**src/rtl/fir_result_requant.sv**
```systemverilog
// fir_result_requant: rounds, right-shifts and saturates FIR accumulator results,
// then queues them in a first-word fall-through FIFO drained over valid/ready.
module fir_result_requant #(
  parameter int IN_WIDTH  = 32,
  parameter int OUT_WIDTH = 16,
  parameter int DEPTH     = 8,
  parameter int CNT_WIDTH = 16
) (
  input  logic                     clk_i,
  input  logic                     rst_i,
  input  logic                     valid_strobe_in,
  input  logic [IN_WIDTH-1:0]      y_in,
  input  logic [4:0]               shift_i,
  output logic [OUT_WIDTH-1:0]     sample_out,
  output logic                     valid_out,
  input  logic                     ready_in,
  output logic [$clog2(DEPTH):0]   fill_level_o,
  output logic                     drop_o,
  output logic [CNT_WIDTH-1:0]     sat_count_o,
  output logic [CNT_WIDTH-1:0]     drop_count_o
);

  localparam int AW = $clog2(DEPTH);
  localparam int EW = IN_WIDTH + 1;

  localparam logic signed [EW-1:0] SAT_HI = {{(EW-OUT_WIDTH+1){1'b0}}, {(OUT_WIDTH-1){1'b1}}};
  localparam logic signed [EW-1:0] SAT_LO = {{(EW-OUT_WIDTH+1){1'b1}}, {(OUT_WIDTH-1){1'b0}}};

  localparam logic [OUT_WIDTH-1:0] CLAMP_HI = {1'b0, {(OUT_WIDTH-1){1'b1}}};
  localparam logic [OUT_WIDTH-1:0] CLAMP_LO = {1'b1, {(OUT_WIDTH-1){1'b0}}};

  // stage 1: one extra bit of headroom so the rounding add cannot overflow
  logic signed [EW-1:0] y_ext;
  logic signed [EW-1:0] rnd_add;
  logic signed [EW-1:0] rnd_sum;
  logic signed [EW-1:0] s1_next;
  logic signed [EW-1:0] s1_q;
  logic                 v1_q;

  always_comb begin
    y_ext   = {y_in[IN_WIDTH-1], y_in};
    rnd_add = '0;
    if (shift_i != 5'd0) begin
      rnd_add = EW'(1) << (shift_i - 5'd1);
    end
    rnd_sum = y_ext + rnd_add;
    s1_next = rnd_sum >>> shift_i;
  end

  // stage 2: clamp to the output range
  logic [OUT_WIDTH-1:0] s2_next;
  logic                 s2_sat_next;
  logic [OUT_WIDTH-1:0] s2_q;
  logic                 s2_sat_q;
  logic                 v2_q;

  always_comb begin
    s2_next     = s1_q[OUT_WIDTH-1:0];
    s2_sat_next = 1'b0;
    if (s1_q > SAT_HI) begin
      s2_next     = CLAMP_HI;
      s2_sat_next = 1'b1;
    end else if (s1_q < SAT_LO) begin
      s2_next     = CLAMP_LO;
      s2_sat_next = 1'b1;
    end
  end

  always_ff @(posedge clk_i) begin
    if (rst_i) begin
      v1_q     <= 1'b0;
      v2_q     <= 1'b0;
      s1_q     <= '0;
      s2_q     <= '0;
      s2_sat_q <= 1'b0;
    end else begin
      v1_q <= valid_strobe_in;
      v2_q <= v1_q;
      if (valid_strobe_in) begin
        s1_q <= s1_next;
      end
      if (v1_q) begin
        s2_q     <= s2_next;
        s2_sat_q <= s2_sat_next;
      end
    end
  end

  // FIFO: pointers are AW bits wide, so they wrap modulo DEPTH on their own
  logic [OUT_WIDTH-1:0] mem_q [DEPTH];
  logic [AW-1:0]        wr_ptr_q;
  logic [AW-1:0]        rd_ptr_q;
  logic [AW:0]          count_q;
  logic [OUT_WIDTH-1:0] last_q;
  logic                 empty;
  logic                 full;
  logic                 pop;
  logic                 push;
  logic                 drop;

  assign empty = (count_q == '0);
  assign full  = (count_q == (AW+1)'(DEPTH));
  assign pop   = !empty && ready_in;
  assign push  = v2_q && (!full || pop);
  assign drop  = v2_q && !push;

  always_ff @(posedge clk_i) begin
    if (push) begin
      mem_q[wr_ptr_q] <= s2_q;
    end
  end

  always_ff @(posedge clk_i) begin
    if (rst_i) begin
      wr_ptr_q <= '0;
      rd_ptr_q <= '0;
      count_q  <= '0;
      last_q   <= '0;
    end else begin
      if (push) begin
        wr_ptr_q <= wr_ptr_q + 1'b1;
      end
      if (pop) begin
        rd_ptr_q <= rd_ptr_q + 1'b1;
        last_q   <= mem_q[rd_ptr_q];
      end
      case ({push, pop})
        2'b10:   count_q <= count_q + 1'b1;
        2'b01:   count_q <= count_q - 1'b1;
        default: count_q <= count_q;
      endcase
    end
  end

  // status counters stick at all-ones instead of wrapping
  logic [CNT_WIDTH-1:0] sat_count_q;
  logic [CNT_WIDTH-1:0] drop_count_q;
  logic                 drop_q;

  always_ff @(posedge clk_i) begin
    if (rst_i) begin
      sat_count_q  <= '0;
      drop_count_q <= '0;
      drop_q       <= 1'b0;
    end else begin
      drop_q <= drop;
      if (drop && (drop_count_q != '1)) begin
        drop_count_q <= drop_count_q + 1'b1;
      end
      if (v2_q && s2_sat_q && (sat_count_q != '1)) begin
        sat_count_q <= sat_count_q + 1'b1;
      end
    end
  end

  assign valid_out    = !empty;
  assign sample_out   = empty ? last_q : mem_q[rd_ptr_q];
  assign fill_level_o = count_q;
  assign drop_o       = drop_q;
  assign sat_count_o  = sat_count_q;
  assign drop_count_o = drop_count_q;

endmodule
```
**config.mk**
```make
export PLATFORM = sky130hd
export DESIGN_NAME = fir_result_requant
export DESIGN_NICKNAME = d
export VERILOG_FILES = /design/src/rtl/fir_result_requant.sv
export SDC_FILE = /design/constraint.sdc
export NUM_CORES = 1
export LEC_CHECK = 0
export CAP_MARGIN = 20
export CORE_MARGIN = 5
export CORE_UTILIZATION = 30
export CTS_CLUSTER_DIAMETER = 150
export DETAILED_ROUTE_END_ITERATION = 16
export PLACE_DENSITY = 0.57
export SLEW_MARGIN = 25
export SYNTH_ARGS = -nofsm -noshare
export SYNTH_HDL_FRONTEND = slang
export SYNTH_SLANG_ARGS = --single-unit
```
**constraint.sdc**
```tcl
create_clock -name clk_i -period 4.5 [get_ports clk_i]
set_input_delay 0.45 -clock clk_i [delete_from_list [all_inputs] [get_ports clk_i]]
set_output_delay 0.45 -clock clk_i [all_outputs]
set_load 0.01 [all_outputs]
```
# --- Word-level counts from Yosys, hierarchy flattened ---
# Memories as Yosys holds them, arrays and structs flattened. A register that Yosys moved wholly into a read port is not among the register bits.
# Cells that the tools add are included.
word_totals:
  ff_bits: 111
  mem_bits_rw: 128
  input_bits: 41
  out_inout_bits: 54
  mem_count: 1
classes:
  add_sub_neg: 8
  magnitude_cmp: 2
  n_eq_ne: 5
  shift: 2
  mux: 11
  reduce_logical: 13
memory_table:
  columns: ["memory", "words", "width", "rd", "rd_ports_with_merged_regs", "write_ports", "line_no", "rtl"]
  rows:
  - ["mem_q", 8, 16, 1, 1, 1, "90", "logic [OUT_WIDTH-1:0] mem_q [DEPTH];"]
ops:
  columns: ["operator", "n"]
  rows:
  - ["16-bit two-way mux", 3]
  - ["32-bit by 33-bit adder with 33-bit output", 1]
  - ["33-bit by 16-bit > comparator with 1-bit output (second input constant)", 1]
  - ["33-bit by 16-bit < comparator with 1-bit output (second input constant)", 1]
  - ["33-bit two-way mux", 1]
  - ["1-bit by 5-bit left shift with 33-bit output (first input constant)", 1]
  - ["33-bit by 5-bit >>> shifter with 33-bit output", 1]
  - ["16-bit by 1-bit adder with 16-bit output (second input constant)", 2]
  - ["16-bit != test (second input constant)", 2]
  - ["4-bit case mux with 2 select lines", 1]
  - ["3-bit by 1-bit adder with 3-bit output (second input constant)", 2]
  - ["1-bit logical AND", 6]
  - ["3-bit two-way mux", 2]
  - ["5-bit nonzero test", 1]
  - ["5-bit by 1-bit subtractor with 5-bit output (second input constant)", 1]
  - ["4-bit by 1-bit adder with 4-bit output (second input constant)", 1]
  - ["4-bit == test (second input constant)", 1]
  - ["4-bit zero test", 1]
  - ["1-bit two-way mux", 4]
  - ["4-bit by 1-bit subtractor with 4-bit output (second input constant)", 1]
  - ["1-bit zero test", 3]
  - ["2-bit by 1-bit == test with 1-bit output (second input constant)", 1]
  - ["2-bit == test (second input constant)", 1]
  - ["2-bit nonzero test", 1]
  - ["1-bit logical OR", 1]

# --- Depth between registers and ports, before layout ---
# Gate-level depths: netlist of run 1.
logic_depth:
  word_depth: 8
  depth_mapped: 20
  ltp_nobuf: 15

# --- Worst setup path before layout of run 1 ---
# No wires, ideal clock.
synth_timing:
  path_kind: "in2reg"
  startpoint: "in shift_i[0]"
  endpoint: "reg s1_q[1]"
  setup_ns: 0.120
  t_arrival_ns: 4.332
  slack_ns: 0.048
  stages: 17
  n_path_buf: 3
  path_cell_list: "clkbuf_1 inv_2 buf_1 nand2_1 clkbuf_1 nor3_1 ha_1 a211o_1 a21o_1 or4_1 o211ai_2 nor2_1 mux2_2 mux4_2 o21ai_1 and2_1 o31ai_1"
synth_between:
  elab_chain_len: 5
  elab_cells_between_ends: 6
  classes_between: "add/sub (2); shift (2); mux (1); reduce/logical (1)"
synth_lines:
  columns: ["item", "line_no", "rtl"]
  rows:
  - ["start: declaration", "13", "input logic [4:0] shift_i,"]
  - ["5-bit by 1-bit subtractor with 5-bit output", "44", "rnd_add = EW'(1) << (shift_i - 5'd1);"]
  - ["1-bit by 5-bit left shift with 33-bit output", "44", null]
  - ["33-bit two-way mux", "43", "if (shift_i != 5'd0) begin"]
  - ["32-bit by 33-bit adder with 33-bit output", "46", "rnd_sum = y_ext + rnd_add;"]
  - ["33-bit by 5-bit >>> shifter with 33-bit output (*)", "47", "s1_next = rnd_sum >>> shift_i;"]
  - ["end signal: assignment", "80", "s1_q <= s1_next;"]
  - ["end: declaration", "37", "logic signed [EW-1:0] s1_q;"]
# Every way passes the cells marked *; elsewhere a longest branch is shown, timed or not.
# A chain may end at the register's enable or synchronous reset.

# --- Worst setup path in the final report of run 1 ---
layout_timing:
  startpoint: "in shift_i[2]"
  endpoint: "reg s1_q[21]"
# The elaborated chain is that of the path after synthesis.

==> results.json, run 1 <==
{
  "regToRegSetupSlack_ns": 1.65,
  "setup_tns_ns": 0,
  "tightest_slew_ns": 1.00,
  "min_from": "rst_i",
  "final_cells": 2306,
  "fin_util": 0.386,
  "worst_hold_path.endpoint": "s1_q[32]",
  "fin_crit_sh": 0.956,
  "place_congestion": 0.914,
  "setup_violations": 0,
  "synthFlopType": "edfxtp_1",
  "yosysUniqueCellTypes": 95,
  "min_period_ns": 4.30,
  "final_cell_mix": "buf_4 (220), nor2_1 (213), nand2_1 (129)",
  "rows": 79,
  "hold-worst-slack_ns": 0.352,
  "critPathKind": "input port to flip-flop",
  "startpoint_type": "input port",
  "holdPathStages": 2,
  "drt-initial-drc-count": 799,
  "nFillCells": 4594,
  "drt-vias-per-instance": 5.25,
  "insertion_delay_ns": 0.53,
  "fp.coreArea_mm2": 0.0465,
  "required_ns": 4.95,
  "layout_commonest_cell": "buf_4",
  "slew_headroom": 0.331,
  "drive_above_1_share": 0.206,
  "wl_per_cell_um": 17.9,
  "start_util": 0.303,
  "power_frac_comb": 0.317,
  "dpl.cell_count": 2260,
  "syn_area_mm2": 0.0141,
  "seqCellArea_mm2": 0.00613,
  "place_area_mm2": 0.0171,
  "layout_setup_ws_ns": 0.197,
  "cts_made_buffers": 25,
  "avgSynthCellArea_um2": 9.87,
  "overflow": 0,
  "peakVddDrop_v": 0.000754,
  "async_flop_share": 0,
  "seq_power_share": 0.378,
  "first_pass_iters": 5,
  "cts_tree": "built",
  "drv_cap": 0,
  "grt_pass1_wl_um": 66100,
  "finClkSkew_ns": 0.0110,
  "fin_nets": 1761,
  "ys_warn_count": 0,
  "fin_area_mm2": 0.0180,
  "diodes": 0,
  "antenna_found_initial": 0,
  "p_per_area_mw_per_mm2": 386,
  "r2r-start": "fill_level_o[0]",
  "antenna_left": 0,
  "slew_viol_final": 0,
  "portBuffers": 94,
  "clkPwrFrac": 0.306,
  "wl_um": 41200,
  "drt_drc_violations_left": 0,
  "cts_root_buf": "clkbuf_16",
  "worst_setup_path_end_kind": "flip-flop",
  "grt_max_degree": 61,
  "p_sw_frac": 0.302,
  "synth_nets": 1508,
  "path_max_fanout": 7,
  "cts_htree_levels": 1,
  "chipHeight_um": 227,
  "die_area_mm2": 0.0514,
  "place_ws_ns": -0.282,
  "max_clock_freq_mhz": 232,
  "status": "completed",
  "cts_sinks": 242,
  "syn_inst": 1427,
  "track_usage": 0.157,
  "rr_worst_depth": 9,
  "multi_input_area_mm2": 0.00752,
  "crit_arrival_ns": 4.75,
  "internal-power_mw": 4.84,
  "rsz0062_at_grt": "false",
  "ys_ff_latch": 242,
  "syn_to_final_growth_pct": 27.4,
  "cts.clk_slew.worst_paths_ns": 0.06,
  "hold_violations": 0,
  "power_mw": 6.93,
  "yosysSeqAreaShare": 0.435,
  "die_width_um": 227,
  "hold_class": "input port to flip-flop",
  "worst_r2r_endpoint": "drop_count_o[11]",
  "vias": 12100,
  "p_leak_nw": 6.70,
  "pin_count": 95,
  "p_switching_mw": 2.09,
  "cts_buffer_depth": 3,
  "dp_hpwl_um": 30900,
  "synth_enable_flop_cells": 128,
  "grt_pass1_vias": 12000
}
[worst max-delay path, cell delays in order]
cell             delay [ns]
clkdlybuf4s50_1        0.64
buf_4                  0.18
nand2_1                0.19
nor3_1                 0.25
ha_1                   0.37
a21oi_4                0.21
a21boi_1               0.14
or4_4                  0.48
o21ai_0                0.30
o311a_1                0.31
o211ai_1               0.19
mux2i_1                0.31
o21ai_1                0.13
a221o_1                0.37
a211oi_2               0.21
[Yosys cell counts, drive strengths merged, types with 4 or more instances]
master    n  area share
a211o     8      0.0050
nand4    29       0.013
a211oi   65       0.038
nor2    213       0.057
o211a     6      0.0043
nor3     30       0.011
o221ai    4      0.0025
xnor2    18       0.012
or4       4      0.0024
o31ai     8      0.0046
nand2   129       0.034
mux2i    47       0.033
a21boi    5      0.0035
and3     19      0.0085
mux4     45       0.072
o211ai   26       0.014
nand3    29       0.010
dfxtp   114        0.16
nor4      5      0.0022
a21oi    87       0.032
inv      26      0.0069
clkbuf   61       0.016
o21a     16      0.0086
edfxtp  128        0.27
and2     11      0.0049
a31oi    10      0.0044
buf      26      0.0096
and4      5      0.0031
nand2b    7      0.0031
o22ai     6      0.0027
a311oi    7      0.0048
ha       38       0.034
mux2      9      0.0072
a21o     17      0.0091
or2       4      0.0018
o21ai    55       0.020
or3      15      0.0067
xor2     32       0.020
[per-layer routing]
metal,up-vias,global-route usage,share of wire
met2,323,0.271,0.49
met5,-,0,0
met3,60,0.0157,0.046
li1,5899,-,-
met4,0,0.0361,0.021
met1,5829,0.214,0.44
[power groups by stage]
| stage | combinational (mW) | sequential [mW] | clock (mW) |
|---|---|---|---|
| 3_5_place_dp | 2.21 | 2.67 | 0 |
| 3_3_place_gp | 2.19 | 2.66 | 0 |
| 5_1_grt | 2.43 | 2.64 | 2.28 |
| 4_1_cts | 2.22 | 2.62 | 2.18 |
| 6_report | 2.20 | 2.62 | 2.12 |
| 2_1_floorplan | 1.36 | 2.60 | 0 |
[sequential cells by signal (all words and copies together) (netlist names), named ones only]
signal and flops:
mem_q 128, s1_q 33, drop_count_o 16, last_q 16, s2_q 16, sat_count_o 16
fill_level_o 4, rd_ptr_q 3, wr_ptr_q 3, drop_o 1, s2_sat_q 1, v1_q 1
v2_q 1
[what timing repair did]
item	4_1_cts	5_1_grt
hold endpoints to repair	0	0
resized for setup	0	1
buffers inserted	0	0
hold buffers	0	0
endpoints found under the setup margin	0	5
[cell families after synthesis]
| logic type | count (synthesis) | share of synthesized area |
|---|---|---|
| simple gates | 510 | 0.164 |
| compound gates | 368 | 0.187 |
| flops | 242 | 0.435 |
| buf+inv | 115 | 0.0333 |
| mux | 101 | 0.113 |
| xor+xnor | 50 | 0.0316 |
| fa+ha+maj | 40 | 0.0366 |
| other cells | 1 | 0.000266 |
[worst max-delay path by stage]
stage / startpoint / end / slack (ns) / depth (start not counted)
after floorplan: shift_i[0] / s1_q[1] / 0.05 / 17
after global placement: shift_i[0] / s1_q[1] / -0.29 / 18
after detailed placement: shift_i[3] / s1_q[1] / -0.28 / 19
after CTS: shift_i[3] / s1_q[1] / 0.28 / 19
after global routing: shift_i[4] / s1_q[19] / 0.006 / 16
final: shift_i[2] / s1_q[21] / 0.20 / 15
[final cells by class]
class / instances / area share
clock buffer: 37 / 0.0413
tap: 607 / 0.0423
clock inverter: 9 / 0.00641
inverter: 28 / 0.00585
multi-input combinational: 1070 / 0.419
sequential: 242 / 0.341
timing repair buffer: 313 / 0.144
Power figures use the tool's default switching activity.
==> run 2: changes to the inputs <==
Clock period 4.5 ns to 3.5 ns, I/O delays scaled along.
==> run 2 against run 1 <==
- worst hold slack got worse by 0.074 ns
- global-route usage rose by 0.52 points
- worst setup slack lost 0.16 ns
- final cell count grew 2.7%
- clock-buffer cell count decreased by 4
- core utilization is 3.2 points higher
- sequential power grew 28%
- clock skew decreased by 0.0024 ns
- die area stayed put
- critical path depth grew 1
- first-iteration DRC count grew 12%
- clock power is 36% higher
- critical path type unchanged
==> results.json, run 2 (same netlist as run 1, synthesis figures left out) <==
{
  "grt_pass1_wl_um": 67900,
  "drt-initial-drc-count": 895,
  "power_frac_comb": 0.329,
  "overflow": 0,
  "crit_arrival_ns": 3.94,
  "hold_class": "input port to flip-flop",
  "max_clock_freq_mhz": 288,
  "die_area_mm2": 0.0514,
  "largest_reg_flops": 128,
  "p_per_area_mw_per_mm2": 478,
  "cts_root_buf": "clkbuf_16",
  "finClkSkew_ns": 0.00861,
  "seqCellArea_mm2": 0.00613,
  "seq_power_share": 0.361,
  "slew_viol_final": 0,
  "required_ns": 3.97,
  "p_leak_nw": 7.28,
  "fp.coreArea_mm2": 0.0465,
  "critPathKind": "input port to flip-flop",
  "path_max_fanout": 4,
  "hold_violations": 0,
  "portBuffers": 94,
  "p_switching_mw": 2.79,
  "die_width_um": 227,
  "wl_um": 43000,
  "cts_htree_levels": 1,
  "multi_input_area_mm2": 0.00834,
  "grt_pass1_vias": 12300,
  "drt_drc_violations_left": 0,
  "cts_buffer_depth": 3,
  "drt-vias-per-instance": 5.26,
  "final_cells": 2368,
  "cts.clk_slew.worst_paths_ns": 0.07,
  "insertion_delay_ns": 0.53,
  "cts_tree": "built",
  "layout_commonest_cell": "buf_4",
  "setup_violations": 0,
  "cts_made_buffers": 25,
  "min_period_ns": 3.47,
  "place_congestion": 0.920,
  "dp_hpwl_um": 31300,
  "pin_count": 95,
  "fin_crit_sh": 0.991,
  "rows": 79,
  "diodes": 0,
  "dpl.cell_count": 2289,
  "cts_sinks": 242,
  "syn_to_final_growth_pct": 37.9,
  "slew_headroom": 0.617,
  "internal-power_mw": 6.49,
  "nFillCells": 4508,
  "layout_setup_ws_ns": 0.0328,
  "start_util": 0.303,
  "p_sw_frac": 0.300,
  "antenna_found_initial": 0,
  "chipHeight_um": 227,
  "clkPwrFrac": 0.310,
  "tightest_slew_ns": 0.575,
  "drive_above_1_share": 0.308,
  "wl_per_cell_um": 18.1,
  "drv_cap": 0,
  "worst_setup_path_end_kind": "flip-flop",
  "regMostFlops": "mem_q",
  "final_cell_mix": "buf_4 (265), nor2_1 (198), edfxtp_1 (128)",
  "reg.largest.list": "mem_q: 128 flops, s1_q: 33 flops",
  "peakVddDrop_v": 0.000671,
  "antenna_left": 0,
  "rsz0062_at_grt": "true",
  "grt_max_degree": 52,
  "first_pass_iters": 5,
  "setup_tns_ns": 0,
  "startpoint_type": "input port",
  "place_ws_ns": -1.27,
  "track_usage": 0.162,
  "status": "completed",
  "fin_nets": 1823,
  "vias": 12500
}
[run 2: cell count changes in the layout (fill, tap and decap cells not counted), sizes merged]
cell	change
clkbuf	-3
dlymetal6s2s	+2
clkdlybuf4s50	-7
buf	+66
clkinv	+1
inv	+1
bufinv	+2
[run 2: cell type report]
class | count | share of cell area
sequential | 242 | 0.315
tap | 607 | 0.0391
clock inverter | 13 | 0.00934
inverter | 28 | 0.00664
multi-input combinational | 1070 | 0.429
timing repair buffer | 375 | 0.163
clock buffer | 33 | 0.0375
[run 2: final timing paths]
path / from / end / slack [ns] / cells after the start
max: shift_i[2] / s1_q[19] / 0.03 / 16
min: rst_i / flip-flop / 0.28 / 2
max reg2reg: fill_level_o[0] / drop_count_o[11] / 0.84 / 10
min reg2reg: s1_q[8] / s1_q[8] / 0.47 / 2
[run 2: what timing repair did]
| action | 4_1_cts | 5_1_grt |
|---|---|---|
| pin swaps | 33 | 68 |
| resized for setup | 83 | 99 |
| hold buffers | 0 | 0 |
| setup buffers | 18 | 15 |
| setup endpoints to repair | 32 | 31 |
[run 2: power by group through the flow]
stage	clock, mW	sequential (mW)	combinational (mW)
CTS	2.96	3.35	3.01
detailed placement	0	3.41	2.95
finish	2.88	3.35	3.05
floorplan	0	3.34	1.78
global placement	0	3.40	2.92
global route	3.10	3.38	3.37
[run 2: worst max-delay path, cell delays in order]
cell and delay [ns]:
buf_4 0.11, buf_6 0.12, nor2_4 0.05, nand2_4 0.10, nor2_2 0.05, ha_2 0.18
fa_2 0.38, a211oi_4 0.31, o211ai_1 0.23, nand4_1 0.26, nand3_2 0.17, a2111oi_4 0.46
nor3_2 0.14, mux4_2 0.53, a211oi_4 0.31, a221o_1 0.19
[run 2: layer usage]
layer	vias up	routed length, um	global-route usage
met5	-	0	0
met4	0	1180	0.0514
met3	74	1930	0.0197
met2	334	21100	0.278
met1	6029	18700	0.215
li1	6020	-	-
[run 2: per-stage QoR]
| stage | utilization | instance area, um^2 | hold slack [ns] | power, mW |
|---|---|---|---|---|
| 4_1_cts | 0.406 | 18900 | 0.266 | 9.32 |
| 5_1_grt | 0.418 | 19400 | 0.307 | 9.84 |
| 2_1_floorplan | - | 14400 | 0.425 | 5.12 |
| 6_report | 0.418 | 19400 | 0.278 | 9.28 |
| 3_5_place_dp | 0.377 | 17500 | 0.452 | 6.37 |
| 3_3_place_gp | 0.377 | 17500 | 0.448 | 6.32 |
==> run 3: changes to the inputs <==
Settings changed: CTS_BUF_LIST set to sky130_fd_sc_hd__clkbuf_4 sky130_fd_sc_hd__clkbuf_8, CTS_CLUSTER_DIAMETER 150 to unset.
==> run 3 against run 2 <==
- die area unchanged
- core utilization fell by 0.47 points
- critical endpoint unchanged
- worst hold slack got worse by 0.019 ns
- routed wire length is essentially flat
==> results.json, run 3 (same netlist as run 1, synthesis figures left out) <==
{
  "status": "completed",
  "die_width_um": 227,
  "reg.largest.list": "mem_q: 128 flops, s1_q: 33 flops",
  "finClkSkew_ns": 0.0209,
  "fin_nets": 1828,
  "overflow": 0,
  "track_usage": 0.162,
  "portBuffers": 94,
  "holdPathStages": 2,
  "hold-worst-slack_ns": 0.259,
  "layout_commonest_cell": "buf_4",
  "rr_worst_depth": 10,
  "layout_setup_ws_ns": 0.0585,
  "cts.clk_slew.worst_paths_ns": 0.06,
  "drt-vias-per-instance": 5.21,
  "worst_setup_path_end_kind": "flip-flop",
  "regMostFlops": "mem_q",
  "wl_um": 43000,
  "final_cell_mix": "buf_4 (258), nor2_1 (194), edfxtp_1 (128)",
  "regToRegSetupSlack_ns": 0.84,
  "grt_max_degree": 52,
  "grt_pass1_wl_um": 67700,
  "required_ns": 3.97,
  "syn_to_final_growth_pct": 36.3,
  "slew_viol_final": 0,
  "cts_buffer_depth": 3,
  "p_per_area_mw_per_mm2": 458,
  "cts_sinks": 242,
  "crit_arrival_ns": 3.92,
  "hold_violations": 0,
  "slew_headroom": 0.605,
  "critical_path.startpoint": "y_in[1]",
  "nFillCells": 4526,
  "antenna_found_initial": 1,
  "cts_made_buffers": 39,
  "drt-initial-drc-count": 866,
  "critPathSlowestCell": "mux4_2",
  "r2r-start": "fill_level_o[0]",
  "place_congestion": 0.920,
  "largest_reg_flops": 128,
  "diodes": 0,
  "dp_hpwl_um": 31300,
  "cts_htree_levels": 2,
  "pin_count": 95,
  "path_cells": "clkdlybuf4s50_1 -> buf_4 -> fa_2 -> a211oi_4 -> o211ai_1 -> buf_4 -> nand4_1 -> nand3_2 -> a2111oi_4 -> nor3_2 -> mux4_2 -> a211oi_4 -> a221o_1",
  "crit_family": "compound AO/OA/AOI/OAI gates",
  "tightest_slew_ns": 0.590,
  "antenna_left": 0,
  "fin_crit_sh": 0.983,
  "cts_hold_buf": 0,
  "cts_root_buf": "clkbuf_8",
  "worst_r2r_endpoint": "drop_count_o[13]",
  "critPathKind": "input port to flip-flop",
  "insertion_delay_ns": 0.54,
  "die_area_mm2": 0.0514,
  "drt_drc_violations_left": 0,
  "startpoint_type": "input port",
  "min_from": "rst_i",
  "p_leak_nw": 7.19,
  "first_pass_iters": 5,
  "fp.coreArea_mm2": 0.0465,
  "start_util": 0.303,
  "peakVddDrop_v": 0.000626,
  "setup_tns_ns": 0,
  "min_period_ns": 3.44,
  "setup_violations": 0,
  "chipHeight_um": 227,
  "path_max_fanout": 3,
  "vias": 12400,
  "drv_cap": 0,
  "cts_tree": "built",
  "max_clock_freq_mhz": 291,
  "rows": 79,
  "wl_per_cell_um": 18.0,
  "crit_buf_inv": 3,
  "place_ws_ns": -1.27,
  "hold_class": "input port to flip-flop",
  "grt_pass1_vias": 12400,
  "max_stage_delay_ns": 0.53,
  "drive_above_1_share": 0.314
}
-- run 3: metal layers --
metal  vias to the layer above  wire, um  track usage
li1                       6041         -            -
met1                      5991     18600        0.210
met2                       311     21200        0.278
met3                        82      1910       0.0238
met4                         2      1240       0.0541
met5                         -        20            0
-- run 3: per-stage QoR --
step	util	cell area [um^2]	std cells	power, mW
after detailed placement	0.377	17500	2289	6.37
after global placement	0.377	17500	2289	6.32
after CTS	0.401	18600	2370	8.85
final	0.413	19200	2385	8.78
after floorplan	-	14400	1427	5.12
after global routing	0.413	19200	2385	9.35
-- run 3: final cells by class --
| class | count | area (um^2) | share of cell area |
|---|---|---|---|
| clock buffer | 51 | 652 | 0.0340 |
| inverter | 28 | 126 | 0.00658 |
| multi-input combinational | 1070 | 8330 | 0.434 |
| tap | 607 | 759 | 0.0396 |
| timing repair buffer | 366 | 3080 | 0.160 |
| sequential | 242 | 6130 | 0.319 |
| clock inverter | 21 | 129 | 0.00671 |
-- run 3: how the worst max path moves through the flow --
stage	end	slack (ns)	cells after the start
after floorplan	s1_q[1]	-0.16	17
after global placement	s1_q[11]	-1.23	16
after detailed placement	s1_q[19]	-1.27	16
after CTS	s1_q[19]	0.004	16
after global routing	s1_q[19]	-0.05	18
final	s1_q[19]	0.06	13
-- run 3: repair_timing --
item,4_1_cts,5_1_grt
setup buffers,9,14
cloned,0,1
resized for setup,80,96
setup endpoints to repair,32,30
pin swaps,32,60
-- run 3: power by group --
| group | internal, mW | total, mW | switching, mW | leakage, nW |
|---|---|---|---|---|
| Clock | 1.30 | 2.41 | 1.10 | 0.413 |
| Combinational | 1.53 | 3.03 | 1.50 | 4.67 |
| Sequential | 3.18 | 3.35 | 0.172 | 2.11 |
| Total | 6.01 | 8.78 | 2.77 | 7.19 |
